--- config.mk ---
export PLATFORM = sky130hd
export DESIGN_NAME = aes_spi_slave_flat
export DESIGN_NICKNAME = d
export VERILOG_FILES = /design/src/rtl/aes_spi_pkg.sv /design/src/rtl/aes_spi_slave_if.sv /design/src/rtl/spi_pin_sync.sv /design/src/rtl/aes_spi_slave.sv /design/src/flat_wrapper.sv
export SDC_FILE = /design/constraint.sdc
export NUM_CORES = 1
export LEC_CHECK = 0
export ABC_CLOCK_PERIOD_IN_PS = 29500
export BUFFER_PORTS_ARGS = -buffer_cell sky130_fd_sc_hd__buf_2
export CAP_MARGIN = 30
export CORE_ASPECT_RATIO = 1.4
export CORE_MARGIN = 3
export CORE_UTILIZATION = 41
export DETAILED_ROUTE_END_ITERATION = 16
export GPL_ROUTABILITY_DRIVEN = 0
export GPL_TIMING_DRIVEN = 0
export PLACE_DENSITY = 0.64
export SETUP_SLACK_MARGIN = 0.4
export SYNTH_ARGS = -nofsm -noshare
export SYNTH_HDL_FRONTEND = slang
export SYNTH_SLANG_ARGS = --single-unit
--- constraint.sdc ---
create_clock -name clk -period 29.5 [get_ports clk]
set_clock_uncertainty 0.05 [all_clocks]
set_input_delay 5.9 -clock clk [delete_from_list [all_inputs] [get_ports clk]]
set_output_delay 5.9 -clock clk [all_outputs]
set_load 0.05 [all_outputs]
--- src/rtl/aes_spi_pkg.sv ---
// Shared constants and types for the AES SPI slave front-end.
//   - command byte values
//   - frame length constants (write length depends on key width)
//   - FSM state encoding
package aes_spi_pkg;

  localparam logic [7:0] CMD_ENC = 8'h01;
  localparam logic [7:0] CMD_DEC = 8'h02;
  localparam logic [7:0] CMD_RD  = 8'h03;

  localparam int BLK_W   = 128;
  localparam int RD_BITS = 8 + BLK_W;
  // Wide enough for the longest write frame (8+128+256 = 392 bits).
  localparam int CNT_W   = 10;

  typedef enum logic [1:0] {
    IDLE  = 2'd0,
    START = 2'd1,
    BUSY  = 2'd2,
    READY = 2'd3
  } state_e;

  // Write frame length: command + block + key.
  function automatic int wr_bits(input int key_w);
    return 8 + BLK_W + key_w;
  endfunction

endpackage

--- src/rtl/aes_spi_slave_if.sv ---
// Bundle of the SPI pins, the AES core handshake and the status flags.
//   slave  : seen from the SPI front-end (drives miso, core controls, status)
//   master : seen from the environment (SPI master + AES core)
interface aes_spi_slave_if #(
  parameter int KEY_W = 128
);
  logic             spi_sclk;
  logic             spi_cs_n;
  logic             spi_mosi;
  logic             spi_miso;
  logic             aes_start;
  logic             aes_encrypt;
  logic [127:0]     aes_data;
  logic [KEY_W-1:0] aes_key;
  logic             aes_done;
  logic [127:0]     aes_result;
  logic             busy;
  logic             result_valid;
  logic             frame_err;

  modport slave (
    input  spi_sclk, spi_cs_n, spi_mosi, aes_done, aes_result,
    output spi_miso, aes_start, aes_encrypt, aes_data, aes_key,
           busy, result_valid, frame_err
  );

  modport master (
    output spi_sclk, spi_cs_n, spi_mosi, aes_done, aes_result,
    input  spi_miso, aes_start, aes_encrypt, aes_data, aes_key,
           busy, result_valid, frame_err
  );

endinterface

--- src/rtl/spi_pin_sync.sv ---
// Two-flop synchronisers for the SPI pins plus edge pulse generation.
//   in : clk, rst, spi_sclk, spi_cs_n, spi_mosi (asynchronous pins)
//   out: sclk_rise/sclk_fall, cs_fall/cs_rise (one-cycle pulses),
//        cs_n_s, mosi_s (synchronised levels, aligned with the pulses)
module spi_pin_sync (
  input  logic clk,
  input  logic rst,
  input  logic spi_sclk,
  input  logic spi_cs_n,
  input  logic spi_mosi,
  output logic sclk_rise,
  output logic sclk_fall,
  output logic cs_fall,
  output logic cs_rise,
  output logic cs_n_s,
  output logic mosi_s
);

  // [0],[1] are the synchroniser stages; [2] is the previous
  // synchronised value used for edge detection.
  logic [2:0] sclk_q, sclk_d;
  logic [2:0] cs_q, cs_d;
  logic [1:0] mosi_q, mosi_d;

  always_comb begin
    sclk_d = {sclk_q[1:0], spi_sclk};
    cs_d   = {cs_q[1:0], spi_cs_n};
    mosi_d = {mosi_q[0], spi_mosi};
  end

  // cs_n chain resets to the deselected level so leaving reset never
  // looks like the end of a frame.
  always_ff @(posedge clk or posedge rst) begin
    if (rst) begin
      sclk_q <= 3'b000;
      cs_q   <= 3'b111;
      mosi_q <= 2'b00;
    end else begin
      sclk_q <= sclk_d;
      cs_q   <= cs_d;
      mosi_q <= mosi_d;
    end
  end

  assign sclk_rise = sclk_q[1] & ~sclk_q[2];
  assign sclk_fall = ~sclk_q[1] & sclk_q[2];
  assign cs_fall   = ~cs_q[1] & cs_q[2];
  assign cs_rise   = cs_q[1] & ~cs_q[2];
  assign cs_n_s    = cs_q[1];
  assign mosi_s    = mosi_q[1];

endmodule

--- src/rtl/aes_spi_slave.sv ---
// SPI slave front-end for the AES core (SPI mode 0, oversampled by clk).
//   clk, rst : system clock, asynchronous active-high reset
//   bus      : aes_spi_slave_if.slave -- SPI pins, AES core handshake
//              (start/encrypt/data/key/done/result) and status flags
//              (busy, result_valid, frame_err)
// Write frame: cmd(8) | data(128) | key(KEY_W), MSB first.
// Read frame : cmd(8) | 128 result bits shifted out on MISO.
module aes_spi_slave
  import aes_spi_pkg::*;
#(
  parameter int Nk = 4
) (
  input  logic           clk,
  input  logic           rst,
  aes_spi_slave_if.slave bus
);

  localparam int KEY_W = Nk * 32;
  localparam int SH_W  = BLK_W + KEY_W;
  localparam logic [CNT_W-1:0] WR_CNT = CNT_W'(wr_bits(KEY_W));
  localparam logic [CNT_W-1:0] RD_CNT = CNT_W'(RD_BITS);

  logic sclk_rise, sclk_fall, cs_fall, cs_rise, cs_n_s, mosi_s;

  spi_pin_sync u_sync (
    .clk       (clk),
    .rst       (rst),
    .spi_sclk  (bus.spi_sclk),
    .spi_cs_n  (bus.spi_cs_n),
    .spi_mosi  (bus.spi_mosi),
    .sclk_rise (sclk_rise),
    .sclk_fall (sclk_fall),
    .cs_fall   (cs_fall),
    .cs_rise   (cs_rise),
    .cs_n_s    (cs_n_s),
    .mosi_s    (mosi_s)
  );

  state_e             state_q, state_d;
  logic [CNT_W-1:0]   bit_cnt_q, bit_cnt_d;
  logic [7:0]         cmd_q, cmd_d, cmd_next;
  logic [SH_W-1:0]    shift_q, shift_d;
  logic [BLK_W-1:0]   miso_sh_q, miso_sh_d;
  logic [BLK_W-1:0]   result_q, result_d;
  logic [BLK_W-1:0]   data_q, data_d;
  logic [KEY_W-1:0]   key_q, key_d;
  logic               rd_ok_q, rd_ok_d;
  logic               miso_q, miso_d;
  logic               enc_q, enc_d;
  logic               start_q, start_d;
  logic               busy_q, busy_d;
  logic               valid_q, valid_d;
  logic               err_q, err_d;

  always_comb begin
    state_d   = state_q;
    bit_cnt_d = bit_cnt_q;
    cmd_d     = cmd_q;
    shift_d   = shift_q;
    miso_sh_d = miso_sh_q;
    result_d  = result_q;
    data_d    = data_q;
    key_d     = key_q;
    rd_ok_d   = rd_ok_q;
    miso_d    = miso_q;
    enc_d     = enc_q;
    busy_d    = busy_q;
    valid_d   = valid_q;
    start_d   = 1'b0;
    err_d     = 1'b0;
    cmd_next  = {cmd_q[6:0], mosi_s};

    // Core handshake. Frame acceptance below only acts in IDLE/READY,
    // so a done in BUSY never competes with it for the same registers.
    case (state_q)
      START: state_d = BUSY;
      BUSY: begin
        if (bus.aes_done) begin
          result_d = bus.aes_result;
          busy_d   = 1'b0;
          valid_d  = 1'b1;
          state_d  = READY;
        end
      end
      default: ;
    endcase

    if (cs_fall) begin
      bit_cnt_d = '0;
      cmd_d     = '0;
      rd_ok_d   = 1'b0;
      miso_d    = 1'b0;
    end else if (!cs_n_s && sclk_rise) begin
      // Saturate so an over-long frame can never alias to a legal count.
      if (bit_cnt_q != '1) bit_cnt_d = bit_cnt_q + CNT_W'(1);
      if (bit_cnt_q < CNT_W'(8)) begin
        cmd_d = cmd_next;
        // Last command bit: arm the read-back shifter if a result exists.
        if (bit_cnt_q == CNT_W'(7) && cmd_next == CMD_RD && valid_q) begin
          rd_ok_d   = 1'b1;
          miso_sh_d = result_q;
        end
      end else begin
        shift_d = {shift_q[SH_W-2:0], mosi_s};
      end
    end else if (!cs_n_s && sclk_fall && rd_ok_q) begin
      miso_d    = miso_sh_q[BLK_W-1];
      miso_sh_d = {miso_sh_q[BLK_W-2:0], 1'b0};
    end

    if (cs_rise) begin
      rd_ok_d = 1'b0;
      miso_d  = 1'b0;
      if (bit_cnt_q >= CNT_W'(8) && (cmd_q == CMD_ENC || cmd_q == CMD_DEC)) begin
        if (bit_cnt_q == WR_CNT && (state_q == IDLE || state_q == READY)) begin
          data_d  = shift_q[SH_W-1 -: BLK_W];
          key_d   = shift_q[KEY_W-1:0];
          enc_d   = (cmd_q == CMD_ENC);
          start_d = 1'b1;
          busy_d  = 1'b1;
          valid_d = 1'b0;
          state_d = START;
        end else begin
          err_d = 1'b1;
        end
      end else if (bit_cnt_q >= CNT_W'(8) && cmd_q == CMD_RD) begin
        if (state_q != READY) begin
          err_d = 1'b1;
        end else if (bit_cnt_q == RD_CNT) begin
          valid_d = 1'b0;
          state_d = IDLE;
        end
        // A partial read leaves the result in place for a retry.
      end else begin
        err_d = 1'b1;
      end
    end
  end

  always_ff @(posedge clk or posedge rst) begin
    if (rst) begin
      state_q   <= IDLE;
      bit_cnt_q <= '0;
      cmd_q     <= '0;
      shift_q   <= '0;
      miso_sh_q <= '0;
      result_q  <= '0;
      data_q    <= '0;
      key_q     <= '0;
      rd_ok_q   <= 1'b0;
      miso_q    <= 1'b0;
      enc_q     <= 1'b0;
      start_q   <= 1'b0;
      busy_q    <= 1'b0;
      valid_q   <= 1'b0;
      err_q     <= 1'b0;
    end else begin
      state_q   <= state_d;
      bit_cnt_q <= bit_cnt_d;
      cmd_q     <= cmd_d;
      shift_q   <= shift_d;
      miso_sh_q <= miso_sh_d;
      result_q  <= result_d;
      data_q    <= data_d;
      key_q     <= key_d;
      rd_ok_q   <= rd_ok_d;
      miso_q    <= miso_d;
      enc_q     <= enc_d;
      start_q   <= start_d;
      busy_q    <= busy_d;
      valid_q   <= valid_d;
      err_q     <= err_d;
    end
  end

  // MISO is forced low whenever the slave is deselected.
  assign bus.spi_miso     = miso_q & ~cs_n_s;
  assign bus.aes_start    = start_q;
  assign bus.aes_encrypt  = enc_q;
  assign bus.aes_data     = data_q;
  assign bus.aes_key      = key_q;
  assign bus.busy         = busy_q;
  assign bus.result_valid = valid_q;
  assign bus.frame_err    = err_q;

endmodule

--- src/flat_wrapper.sv ---
// flat-port wrapper written by rule: the top's interface ports become plain ports
module aes_spi_slave_flat import aes_spi_pkg::*;
#(
  parameter int Nk = 4
)
  (clk, rst, bus_spi_sclk, bus_spi_cs_n, bus_spi_mosi, bus_aes_done, bus_aes_result, bus_spi_miso, bus_aes_start, bus_aes_encrypt, bus_aes_data, bus_aes_key, bus_busy, bus_result_valid, bus_frame_err);
  aes_spi_slave_if #(.KEY_W((128))) bus_i ();
  input  logic clk;
  input  logic rst;
  input wire logic [$bits(bus_i.spi_sclk)-1:0] bus_spi_sclk;
  input wire logic [$bits(bus_i.spi_cs_n)-1:0] bus_spi_cs_n;
  input wire logic [$bits(bus_i.spi_mosi)-1:0] bus_spi_mosi;
  input wire logic [$bits(bus_i.aes_done)-1:0] bus_aes_done;
  input wire logic [$bits(bus_i.aes_result)-1:0] bus_aes_result;
  output wire logic [$bits(bus_i.spi_miso)-1:0] bus_spi_miso;
  output wire logic [$bits(bus_i.aes_start)-1:0] bus_aes_start;
  output wire logic [$bits(bus_i.aes_encrypt)-1:0] bus_aes_encrypt;
  output wire logic [$bits(bus_i.aes_data)-1:0] bus_aes_data;
  output wire logic [$bits(bus_i.aes_key)-1:0] bus_aes_key;
  output wire logic [$bits(bus_i.busy)-1:0] bus_busy;
  output wire logic [$bits(bus_i.result_valid)-1:0] bus_result_valid;
  output wire logic [$bits(bus_i.frame_err)-1:0] bus_frame_err;
  assign bus_i.spi_sclk = bus_spi_sclk;
  assign bus_i.spi_cs_n = bus_spi_cs_n;
  assign bus_i.spi_mosi = bus_spi_mosi;
  assign bus_i.aes_done = bus_aes_done;
  assign bus_i.aes_result = bus_aes_result;
  assign bus_spi_miso = bus_i.spi_miso;
  assign bus_aes_start = bus_i.aes_start;
  assign bus_aes_encrypt = bus_i.aes_encrypt;
  assign bus_aes_data = bus_i.aes_data;
  assign bus_aes_key = bus_i.aes_key;
  assign bus_busy = bus_i.busy;
  assign bus_result_valid = bus_i.result_valid;
  assign bus_frame_err = bus_i.frame_err;
  aes_spi_slave #(.Nk(Nk)) u_core (.clk(clk), .rst(rst), .bus(bus_i));
endmodule
==> impl_metrics.csv, run 1 <==
group,metric,value,unit
logic_synthesis,syn-cell-area,32200,um2
cts,post-cts-setup-buffers,0,
finish,final_cells,3796,
floorplanning,die_w,243,um
cts,cts_tree,"yes",
detailed_routing,drc_errors,0,
power_and_ir_drop,total_power,2.77,mW
timing,fin_setup_tns,0,ns
cts,cts_root_buffer,"clkbuf_16",
hold_path,min-delay-path-class,"flop to flop",
floorplanning,pin_count,396,
floorplanning,rows,121,
finish,postLayoutCellArea,38600,um2
global_routing,grt_pass1_vias,20163,
cts,clock_path_buffers,3,
place,dp_cells,3650,
worst_setup_path,crit_required,29.94,ns
logic_synthesis,synth_most_common_cell,"dfrtp_1",
logic_synthesis,synth_top_area_share,62.1,%
worst_setup_path,critPathMaxFanout,10,
global_routing,grt.overflow.total,0,
cts,cts_sinks,803,
detailed_routing,ant_nets,0,
timing,grt_setup_unrepaired,"no",
floorplanning,coreArea,77800,um2
logic_synthesis,synth_area_leaders,"dfrtp_1 62%, mux2_2 23%, nand2_1 4.7%",
global_routing,grt_usage,16.7,%
run,cap_violations,0,
power_and_ir_drop,ir_worst_vdd,0.0000453,V
detailed_routing,first_pass_iters,4,
global_routing,grt_pass1_wl,110,mm
floorplanning,die_h,338,um
logic_synthesis,synth-main-ff-cell,"dfrtp_1",
floorplanning,start_util,41.4,%
place,dpl_cell_area,35700,um2
worst_setup_path,path_common_cell,"clkbuf_1",
finish,drive_gt1_share,49.5,%
timing,finalCritPeriodShare,25.4,%
timing,max_slew.worst_pin.slew,0.947,ns
cts,insertion_delay,0.64,ns
finish,nNetsFinal,2828,
place,io_buffers,395,
logic_synthesis,synthArstFlopShare,100,%
global_routing,grt_busiest_layer,"met2",
cts,htree_levels,3,
timing,finalSetupViolations,0,
logic_synthesis,synth_seq_cells,803,
logic_synthesis,ys_seq_area_share,62.3,%
logic_synthesis,syn_nets,2345,
logic_synthesis,avgSynthCellArea,14.6,um2
detailed_routing,wl_per_cell,18.1,um
detailed_routing,viasPerCell,4.85,
cts,clkTransAtPathRegs,0.07,ns
global_routing,grt_max_degree,140,
cts,cts_resized,0,
logic_synthesis,yosysUniqueCellTypes,51,
logic_synthesis,syn-instance-count,2204,
worst_setup_path,path_cells,"buf_2, and2_1, clkbuf_1, clkbuf_1, mux2_2",
place,place_hpwl,48.3,mm
worst_setup_path,crit_type,"input pin to flop",
global_routing,grt_use_met2,28.8,%
hold_path,whs_path_depth,0,
power_and_ir_drop,power.leakage,20.1,nW
cts,cts_buffers,80,
detailed_routing,vias,18404,
timing,finalHoldViolCount,0,
global_routing,met3_usage,5.41,%
timing,hold_ws,0.303,ns
run_status,outcome,"complete, no violations",
timing,slew_viol_final,0,
logic_synthesis,netlist_top_cells_count,"800 x dfrtp_1, 652 x mux2_2, 402 x nand2_1, 100 x mux2_4, 44 x clkbuf_1",
worst_setup_path,critPathCaptureType,"flop",
finish,area_growth_syn_to_layout,19.6,%
logic_synthesis,yosys.area.top_type,"dfrtp_1",
timing,period_needed,7.50,ns
detailed_routing,totalWireLength,68.6,mm
worst_setup_path,r2r_cells,9,
timing,relSlewSlack,36.3,%
logic_synthesis,synth_warnings,0,
global_routing,grt_antenna_before_repair,4,
timing,fmax,0.133,GHz
worst_setup_path,start_kind,"input pin",
power_and_ir_drop,cellPowerDensity,71.7,nW/um2
global_routing,met1_usage,19.8,%
cts,hold_buffers,0,
worst_setup_path,critPathMaxStageDelay,0.71,ns
worst_setup_path,arrival,7.94,ns
floorplanning,dieArea,82100,um2
logic_synthesis,synth_edf_count,0,
worst_setup_path,cp_slowest_cell,"clkbuf_1",
detailed_routing,dr.first_iter.drc_count,756,
path summary, 6_finish.rpt:
| path | startpoint | to | slack (ns) |
|---|---|---|---|
| worst min-delay path | u_core.u_sync.mosi_q[0] | u_core.u_sync.mosi_q[1] | 0.30 |
| max in group asynchronous | rst | u_core.shift_q[216] | 22.56 |
| min in group asynchronous | rst | u_core.bus.aes_key[114] | 5.26 |
| worst min register to register | u_core.u_sync.mosi_q[0] | u_core.u_sync.mosi_q[1] | 0.30 |
| worst max register to register | u_core.u_sync.cs_q[1] | u_core.shift_q[199] | 26.00 |
| worst max-delay path | bus_aes_done | u_core.result_q[39] | 22.00 |
logic make-up after synthesis:
| group | count (synthesis) | share of synthesized area [%] |
|---|---|---|
| buffers and inverters | 132 | 2.76 |
| multiplexers | 774 | 28.2 |
| XOR/XNOR | 4 | 0.109 |
| adder cells (fa/ha/maj) | 7 | 0.272 |
| AND/OR/NAND/NOR | 452 | 5.60 |
| flip-flops | 803 | 62.3 |
| AO/OA/AOI/OAI | 32 | 0.730 |
metal layers:
metal | up-vias | share of wire (%)
met4 | 0 | 2.6
met1 | 9403 | 40
met5 | - | 0
met2 | 357 | 50
li1 | 8536 | -
met3 | 108 | 7.1
worst max-delay path: cells and delay by family:
kind	cells	cell delay, ns
simple gates	1	0.27
mux	1	0.40
buf+inv	3	1.35
sequential cells by signal, indices dropped and copies added, names as in the netlist, 2 cells and up:
signal / cells
u_core.result_q: 128
u_core.bit_cnt_q: 10
u_core.miso_sh_q: 128
u_core.u_sync.cs_q: 3
u_core.u_sync.sclk_q: 3
u_core.state_q: 2
u_core.bus.aes_data: 128
u_core.bus.aes_key: 128
u_core.cmd_q: 8
u_core.u_sync.mosi_q: 2
u_core.shift_q: 256
layout make-up:
cell class	count	area, um2
Fill cell	6800	39200
Sequential cell	803	20100
Multi-Input combinational cell	1269	11300
Clock buffer	104	2220
Timing Repair Buffer	401	2140
Tap cell	1045	1310
Buffer	120	845
Clock inverter	37	643
Inverter	12	52.6
Antenna cell	5	12.5
layout by cell type, fill, tap and decap left out, types with 6 or more instances in the layout:
| cell type | instances |
|---|---|
| clkinvlp_4 | 6 |
| mux2_4 | 100 |
| buf_16 | 6 |
| nand2_1 | 402 |
| clkbuf_16 | 80 |
| buf_1 | 8 |
| nor3_1 | 9 |
| bufinv_16 | 12 |
| dfrtp_1 | 800 |
| buf_2 | 429 |
| buf_12 | 11 |
| clkinv_2 | 9 |
| nor2_1 | 11 |
| ha_1 | 7 |
| inv_1 | 11 |
| mux2_2 | 652 |
| clkbuf_8 | 13 |
| buf_6 | 23 |
| o21ai_0 | 12 |
| clkbuf_1 | 55 |
| mux2_1 | 19 |
where the power goes:
| group | switching [mW] | leakage (nW) | internal [mW] |
|---|---|---|---|
| clock | 0.450 | 1.38 | 0.646 |
| sequential | 0.0862 | 10.8 | 1.25 |
| combinational | 0.135 | 7.88 | 0.195 |
metrics by stage:
| stage | setup WS (ns) | util (%) |
|---|---|---|
| 3_5_place_dp | 21.29 | 45.9 |
| 2_1_floorplan | 1.00 | - |
| 6_report | 22.00 | 49.6 |
| 3_3_place_gp | -6.18 | 45.7 |
| 5_1_grt | 21.94 | 49.6 |
| 4_1_cts | 21.96 | 49.6 |
No activity file was read; power rests on OpenSTA's default activity.
==> run 2, diff against run 1 <==
--- a/config.mk
+++ b/config.mk
@@ -5,7 +5,8 @@
 export SDC_FILE = /design/constraint.sdc
 export NUM_CORES = 1
 export LEC_CHECK = 0
-export ABC_CLOCK_PERIOD_IN_PS = 29500
+export ABC_AREA = 1
+export ABC_CLOCK_PERIOD_IN_PS = 7700
 export BUFFER_PORTS_ARGS = -buffer_cell sky130_fd_sc_hd__buf_2
 export CAP_MARGIN = 30
 export CORE_ASPECT_RATIO = 1.4
@@ -14,7 +15,7 @@
 export DETAILED_ROUTE_END_ITERATION = 16
 export GPL_ROUTABILITY_DRIVEN = 0
 export GPL_TIMING_DRIVEN = 0
-export PLACE_DENSITY = 0.64
+export PLACE_DENSITY = 0.62
 export SETUP_SLACK_MARGIN = 0.4
 export SYNTH_ARGS = -nofsm -noshare
 export SYNTH_HDL_FRONTEND = slang
==> constraint.sdc (replaced) <==
create_clock -name clk -period 7.7 [get_ports clk]
set_clock_uncertainty 0.05 [all_clocks]
set_input_delay 1.54 -clock clk [delete_from_list [all_inputs] [get_ports clk]]
set_output_delay 1.54 -clock clk [all_outputs]
set_load 0.05 [all_outputs]
==> run 2 against run 1 <==
  * Synthesized cell count rose by 65%
  * Clock-buffer cell count did not move
  * Via count rose by 34%
  * First-iteration DRC count rose by 74%
  * Sequential cell count did not move
  * Register-to-register slack got worse by 21 ns
  * Hold slack got worse by 0.0072 ns
  * Core utilization rose by 0.43 points
  * Synthesized area fell by 0.28%
  * Critical path type is now flop to output port
  * Largest power group unchanged
==> impl_metrics.csv, run 2 <==
group,metric,value,unit
cts,post-cts-setup-buffers,0,
floorplanning,rows,120,
power_and_ir_drop,p_sw_share,22.4,%
logic_synthesis,synth-adder-area-share,0.272,%
detailed_routing,first_pass_iters,5,
timing,finalSetupViolations,0,
global_routing,grt_pass1_vias,24557,
timing,fin_setup_tns,0,ns
worst_setup_path,crit_type,"flop to output port",
detailed_routing,totalWireLength,81.1,mm
cts,cts_buffers,79,
global_routing,grt.overflow.total,0,
finish,layout_common_cells,"1580 x nand2_1, 800 x dfrtp_1, 488 x buf_2, 417 x o21ai_1, 284 x inv_1",
place,dp_cells,5088,
detailed_routing,wl_per_cell,15.5,um
run,cap_violations,0,
cts,hold_buffers,0,
run_status,outcome,"complete, no violations",
logic_synthesis,synth_simple_gate_area_share,21.5,%
worst_setup_path,path_cells,"nor2_1, buf_2",
finish,top_register,"u_core.shift_q",
floorplanning,start_util,41.7,%
logic_synthesis,synth_compound_area_share,8.55,%
cts,cts_sinks,803,
finish,final_cells,5231,
hold_path,min-delay-path-class,"flop to flop",
worst_setup_path,critPathCaptureType,"output port",
detailed_routing,vias,24653,
cts,insertion_delay,0.65,ns
finish,area_growth_syn_to_layout,20.0,%
cts,htree_levels,3,
floorplanning,coreArea,77200,um2
finish,final_util,50.0,%
power_and_ir_drop,comb_power_share,3.5,%
timing,fmax,0.309,GHz
logic_synthesis,synth_most_common_cell,"nand2_1",
power_and_ir_drop,ir_worst_vdd,0.000157,V
finish,drive_gt1_share,16.9,%
worst_setup_path,critPathMaxStageDelay,0.40,ns
floorplanning,dieArea,81900,um2
cts,clkTransAtPathRegs,0.06,ns
cts,cts_resized,0,
floorplanning,pin_count,396,
logic_synthesis,synth_xor_area_share,0,%
detailed_routing,drc_errors,0,
place,dp_slack,4.21,ns
logic_synthesis,syn-instance-count,3633,
detailed_routing,dr.first_iter.drc_count,1316,
global_routing,grt_pass1_wl,131,mm
finish,final_common_cell,"nand2_1",
logic_synthesis,synth_top_area_share,62.3,%
timing,setup_slack,4.46,ns
worst_setup_path,crit_required,6.11,ns
logic_synthesis,ys_seq_area_share,62.5,%
cts,cts_root_buffer,"clkbuf_16",
cts,clock_path_buffers,3,
timing,finalCritPeriodShare,42.0,%
timing,slew_viol_final,0,
logic_synthesis,synth_top_family_by_area,"simple AND/OR/NAND/NOR gates",
worst_setup_path,cp_slowest_cell,"dfstp_2",
floorplanning,die_h,337,um
power_and_ir_drop,power.net_switching,1.93,mW
timing,max_slew.worst_pin.slew,0.811,ns
cts,cts_tree,"yes",
logic_synthesis,yosys.area.top_type,"dfrtp_1",
finish,largest_register_ffs,256,
detailed_routing,viasPerCell,4.71,
logic_synthesis,synth_edf_count,0,
global_routing,grt_max_degree,45,
logic_synthesis,avgSynthCellArea,8.85,um2
logic_synthesis,yosysUniqueCellTypes,30,
detailed_routing,ant_nets,0,
place,io_buffers,395,
power_and_ir_drop,cellPowerDensity,223,nW/um2
place,place_hpwl,59.0,mm
power_and_ir_drop,seqPwrFrac,49.5,%
global_routing,grt_antenna_before_repair,1,
logic_synthesis,syn_nets,3774,
global_routing,grt_usage,20.0,%
timing,grt_setup_unrepaired,"no",
logic_synthesis,synthMuxAreaShare,0,%
logic_synthesis,syn-cell-area,32200,um2
finish,nNetsFinal,4273,
worst_setup_path,arrival,1.65,ns
worst_setup_path,critPathMaxFanout,5,
logic_synthesis,synth_area_leaders,"dfrtp_1 62%, nand2_1 18%, o21ai_1 6.5%",
timing,relSlewSlack,46.0,%
logic_synthesis,synth_warnings,0,
timing,period_needed,3.24,ns
timing,hold_ws,0.295,ns
power_and_ir_drop,pwr-share-clk,47.1,%
logic_synthesis,synthArstFlopShare,100,%
floorplanning,die_w,243,um
logic_synthesis,netlist_top_cells_count,"1580 x nand2_1, 800 x dfrtp_1, 417 x o21ai_1, 285 x inv_1, 154 x nand3_1",
timing,finalHoldViolCount,0,
power_and_ir_drop,power.leakage,19.7,nW
power_and_ir_drop,internal_power,6.68,mW
worst_setup_path,start_kind,"flop",
logic_synthesis,synth-main-ff-cell,"dfrtp_1",
logic_synthesis,synth_seq_cells,803,
## run 2: per-layer routing
layer | global-route usage, % | part of all wire, % | vias up
li1 | - | - | 12326
met1 | 25.3 | 43 | 11713
met2 | 34.3 | 49 | 487
met3 | 3.32 | 4.8 | 127
met4 | 7.96 | 3.4 | 0
met5 | 0 | 0 | -
## run 2: stage by stage
step / power, mW / instance area [um2]
after floorplan: 4.52 / 32200
after global placement: 4.63 / 35400
after detailed placement: 4.65 / 35900
after CTS: 8.73 / 38600
after global routing: 8.93 / 38600
final: 8.61 / 38600
## run 2: area by class of cell
type	count	area, um2
fillers	7445	38600
diodes	1	2.50
plain buffers	215	1220
clock buffers	104	2210
multi-input cells	2326	9750
inverters	289	1090
clock inverters	38	493
repair buffers	418	2430
well taps	1037	1300
flip-flops and latches	803	20100
## run 2: kinds of logic after synthesis
group,after synthesis
simple gates,1776
flops,803
compound gates,543
buf+inv,504
fa+ha+maj,7
## run 2: worst paths after layout
| kind | endpoint | from | slack, ns | cells after the start |
|---|---|---|---|---|
| setup / recovery | bus_spi_miso | u_core.u_sync.cs_q[1] | 4.46 | 2 |
| hold / removal | u_core.u_sync.mosi_q[1] | u_core.u_sync.mosi_q[0] | 0.30 | 0 |
| setup reg to reg | u_core.bus.aes_data[1] | u_core.state_q[0] | 5.11 | 9 |
| hold reg to reg | u_core.u_sync.mosi_q[1] | u_core.u_sync.mosi_q[0] | 0.30 | 0 |
| max in group asynchronous | u_core.bus.aes_data[28] | rst | 4.98 | 7 |
| min in group asynchronous | u_core.bus.aes_key[38] | rst | 0.94 | 2 |
## run 2: power by group through the flow
stage	Sequential, mW	Combinational, mW	Clock [mW]
6_report	4.26	0.299	4.05
5_1_grt	4.26	0.342	4.32
4_1_cts	4.26	0.308	4.16
2_1_floorplan	4.34	0.176	0
3_3_place_gp	4.35	0.278	0
3_5_place_dp	4.34	0.307	0
## run 2: worst max-delay path: cells and delay by family, from the launching register on
kind                   cells  cell delay, ns
buffers and inverters      1            0.33
DFF                        1            0.40
and+or+nand+nor            1            0.27
==> run 3, diff against run 2 <==
--- a/config.mk
+++ b/config.mk
@@ -5,8 +5,8 @@
 export SDC_FILE = /design/constraint.sdc
 export NUM_CORES = 1
 export LEC_CHECK = 0
-export ABC_AREA = 1
-export ABC_CLOCK_PERIOD_IN_PS = 7700
+export ABC_AREA = 0
+export ABC_CLOCK_PERIOD_IN_PS = 2690
 export BUFFER_PORTS_ARGS = -buffer_cell sky130_fd_sc_hd__buf_2
 export CAP_MARGIN = 30
 export CORE_ASPECT_RATIO = 1.4
@@ -15,7 +15,7 @@
 export DETAILED_ROUTE_END_ITERATION = 16
 export GPL_ROUTABILITY_DRIVEN = 0
 export GPL_TIMING_DRIVEN = 0
-export PLACE_DENSITY = 0.62
+export PLACE_DENSITY = 0.64
 export SETUP_SLACK_MARGIN = 0.4
 export SYNTH_ARGS = -nofsm -noshare
 export SYNTH_HDL_FRONTEND = slang
==> constraint.sdc (replaced) <==
create_clock -name clk -period 2.69 [get_ports clk]
set_clock_uncertainty 0.05 [all_clocks]
set_input_delay 0.538 -clock clk [delete_from_list [all_inputs] [get_ports clk]]
set_output_delay 0.538 -clock clk [all_outputs]
set_load 0.05 [all_outputs]
==> run 3 against run 2 <==
  * Design area is 6.9% higher
  * Clock power grew to 3.0 times the previous value
  * Clock-buffer cell count is 8 higher
  * Sequential power grew to 3.5 times the previous value
  * Largest cell class unchanged
  * Register-to-register slack worse by 5.0 ns
  * Critical endpoint is now u_core.miso_sh_q[106]
  * Hold slack worse by 0.20 ns
  * Highest routed layer unchanged
==> impl_metrics.csv, run 3 (synthesized netlist as in run 1, its figures left out) <==
group,metric,value,unit
worst_setup_path,critPathMaxFanout,10,
global_routing,grt.overflow.total,0,
power_and_ir_drop,internal_power,23.2,mW
timing,fmax,0.392,GHz
place,place_hpwl,49.7,mm
floorplanning,pin_count,396,
cts,cts_buffers,81,
timing,slew_viol_final,0,
timing,fin_setup_tns,0,ns
power_and_ir_drop,seqPwrFrac,48.1,%
worst_setup_path,arrival,3.01,ns
worst_setup_path,r2r_cells,8,
global_routing,grt_pass1_wl,119,mm
detailed_routing,dr.first_iter.drc_count,715,
worst_setup_path,path_cells,"inv_2, ha_4, clkbuf_8, or4_4, o2bb2ai_4, buf_12, buf_12, mux2_4",
global_routing,grt_max_degree,47,
finish,final_cells,3894,
cts,htree_levels,3,
floorplanning,rows,121,
power_and_ir_drop,total_power,30.6,mW
worst_setup_path,cp_slowest_cell,"dfstp_2",
timing,finalHoldViolCount,0,
hold_path,whs_path_depth,2,
floorplanning,start_util,41.4,%
floorplanning,die_w,243,um
timing,period_needed,2.55,ns
finish,drive_gt1_share,52.5,%
floorplanning,coreArea,77800,um2
run_status,outcome,"complete, no violations",
worst_setup_path,r2r-end,"u_core.miso_sh_q[106]",
detailed_routing,viasPerCell,4.88,
worst_setup_path,cp_num_buf_inv,4,
timing,finalCritPeriodShare,94.8,%
power_and_ir_drop,pwr-share-clk,39.3,%
place,dp_cells,3665,
cts,insertion_delay,0.63,ns
cts,cts_tree,"yes",
finish,postLayoutCellArea,41300,um2
timing,hold_ws,0.0962,ns
global_routing,grt_usage,18.0,%
worst_setup_path,critPathMaxStageDelay,0.61,ns
worst_setup_path,crit_family,"flip-flops",
cts,clock_path_buffers,3,
power_and_ir_drop,p_sw_share,24.2,%
finish,final_util,53.0,%
finish,nNetsFinal,2922,
global_routing,grt_antenna_before_repair,4,
cts,clkTransAtPathRegs,0.06,ns
place,io_buffers,395,
hold_path,worstHoldStart,"bus_aes_result[43]",
hold_path,min_to,"u_core.result_q[43]",
worst_setup_path,crit_required,3.14,ns
timing,relSlewSlack,38.1,%
run,cap_violations,0,
finish,final-seq-area,20100,um2
finish,area_growth_syn_to_layout,28.0,%
power_and_ir_drop,ir_worst_vdd,0.000473,V
floorplanning,die_h,338,um
power_and_ir_drop,power.leakage,21.1,nW
finish,multiInputGateArea,11900,um2
worst_setup_path,path_common_cell,"buf_12",
detailed_routing,totalWireLength,73.2,mm
timing,max_slew.worst_pin.slew,0.926,ns
worst_setup_path,start_kind,"flop",
worst_setup_path,rrSetupSlack,0.14,ns
detailed_routing,first_pass_iters,4,
power_and_ir_drop,comb_power_share,12.5,%
finish,largest_register_ffs,256,
floorplanning,dieArea,82100,um2
cts,cts_sinks,803,
detailed_routing,drc_errors,0,
finish,final_common_cell,"dfrtp_1",
place,dp_slack,-0.383,ns
finish,layout_common_cells,"800 x dfrtp_1, 509 x mux2_2, 403 x buf_2, 402 x nand2_1, 252 x mux2_4",
detailed_routing,vias,19002,
hold_path,min-delay-path-class,"input pin to flop",
worst_setup_path,reg2reg_from,"u_core.u_sync.cs_q[1]",
finish,fillCellCount,6542,
detailed_routing,ant_nets,0,
worst_setup_path,critPathCaptureType,"flop",
finish,top_register,"u_core.shift_q",
power_and_ir_drop,cellPowerDensity,742,nW/um2
detailed_routing,wl_per_cell,18.8,um
timing,setup_slack,0.139,ns
power_and_ir_drop,power.net_switching,7.40,mW
global_routing,grt_pass1_vias,21253,
timing,finalSetupViolations,0,
cts,cts_root_buffer,"clkbuf_16",
place,dpl_cell_area,36100,um2
worst_setup_path,crit_type,"flop to flop",
timing,grt_setup_unrepaired,"yes",
[run 3: power groups by stage]
stage / sequential, mW / clock, mW / combinational, mW
after floorplan: 14.6 / 0 / 3.08
after global placement: 14.9 / 0 / 3.57
after detailed placement: 14.9 / 0 / 3.80
after CTS: 14.7 / 12.4 / 3.90
after global routing: 14.9 / 12.9 / 4.29
final: 14.7 / 12.0 / 3.83
[run 3: how the worst max path moves through the flow]
stage                                   endpoint  cells past startpoint             startpoint  slack (ns)
after floorplan              u_core.bit_cnt_q[0]                      1                    rst       -8.92
after CTS                  u_core.miso_sh_q[114]                      8  u_core.u_sync.cs_q[1]        0.12
after global routing       u_core.miso_sh_q[113]                      8  u_core.u_sync.cs_q[1]        0.07
after detailed placement     u_core.shift_q[165]                      9  u_core.u_sync.cs_q[1]       -0.38
final                      u_core.miso_sh_q[106]                      8  u_core.u_sync.cs_q[1]        0.14
after global placement    u_core.bus.aes_key[65]                      2                    rst      -12.76
[run 3: what timing repair did]
action / 4_1_cts / 5_1_grt
hold buffers: 5 / 0
endpoints found under the setup margin: 769 / 662
pin swaps: 1 / 1
endpoints found under the hold margin: 23 / 0
setup buffers: 49 / 0
cloned: 24 / 0
resized for setup: 300 / 7
[run 3: cell type report]
type                       instances  area share, %
tap                             1045           3.17
antenna                            4         0.0243
inverter                          12          0.127
timing repair buffer             494           9.02
buffer                           120           3.19
sequential                       803           48.7
clock buffer                     112           5.61
multi-input combinational       1269           28.8
clock inverter                    35           1.37
[run 3: metal layers]
metal	vias up	wire, um	track usage, %
met5	-	0	0
met4	0	2830	7.44
met3	141	4440	5.06
met2	391	36100	30.6
met1	9754	29800	21.6
li1	8716	-	-
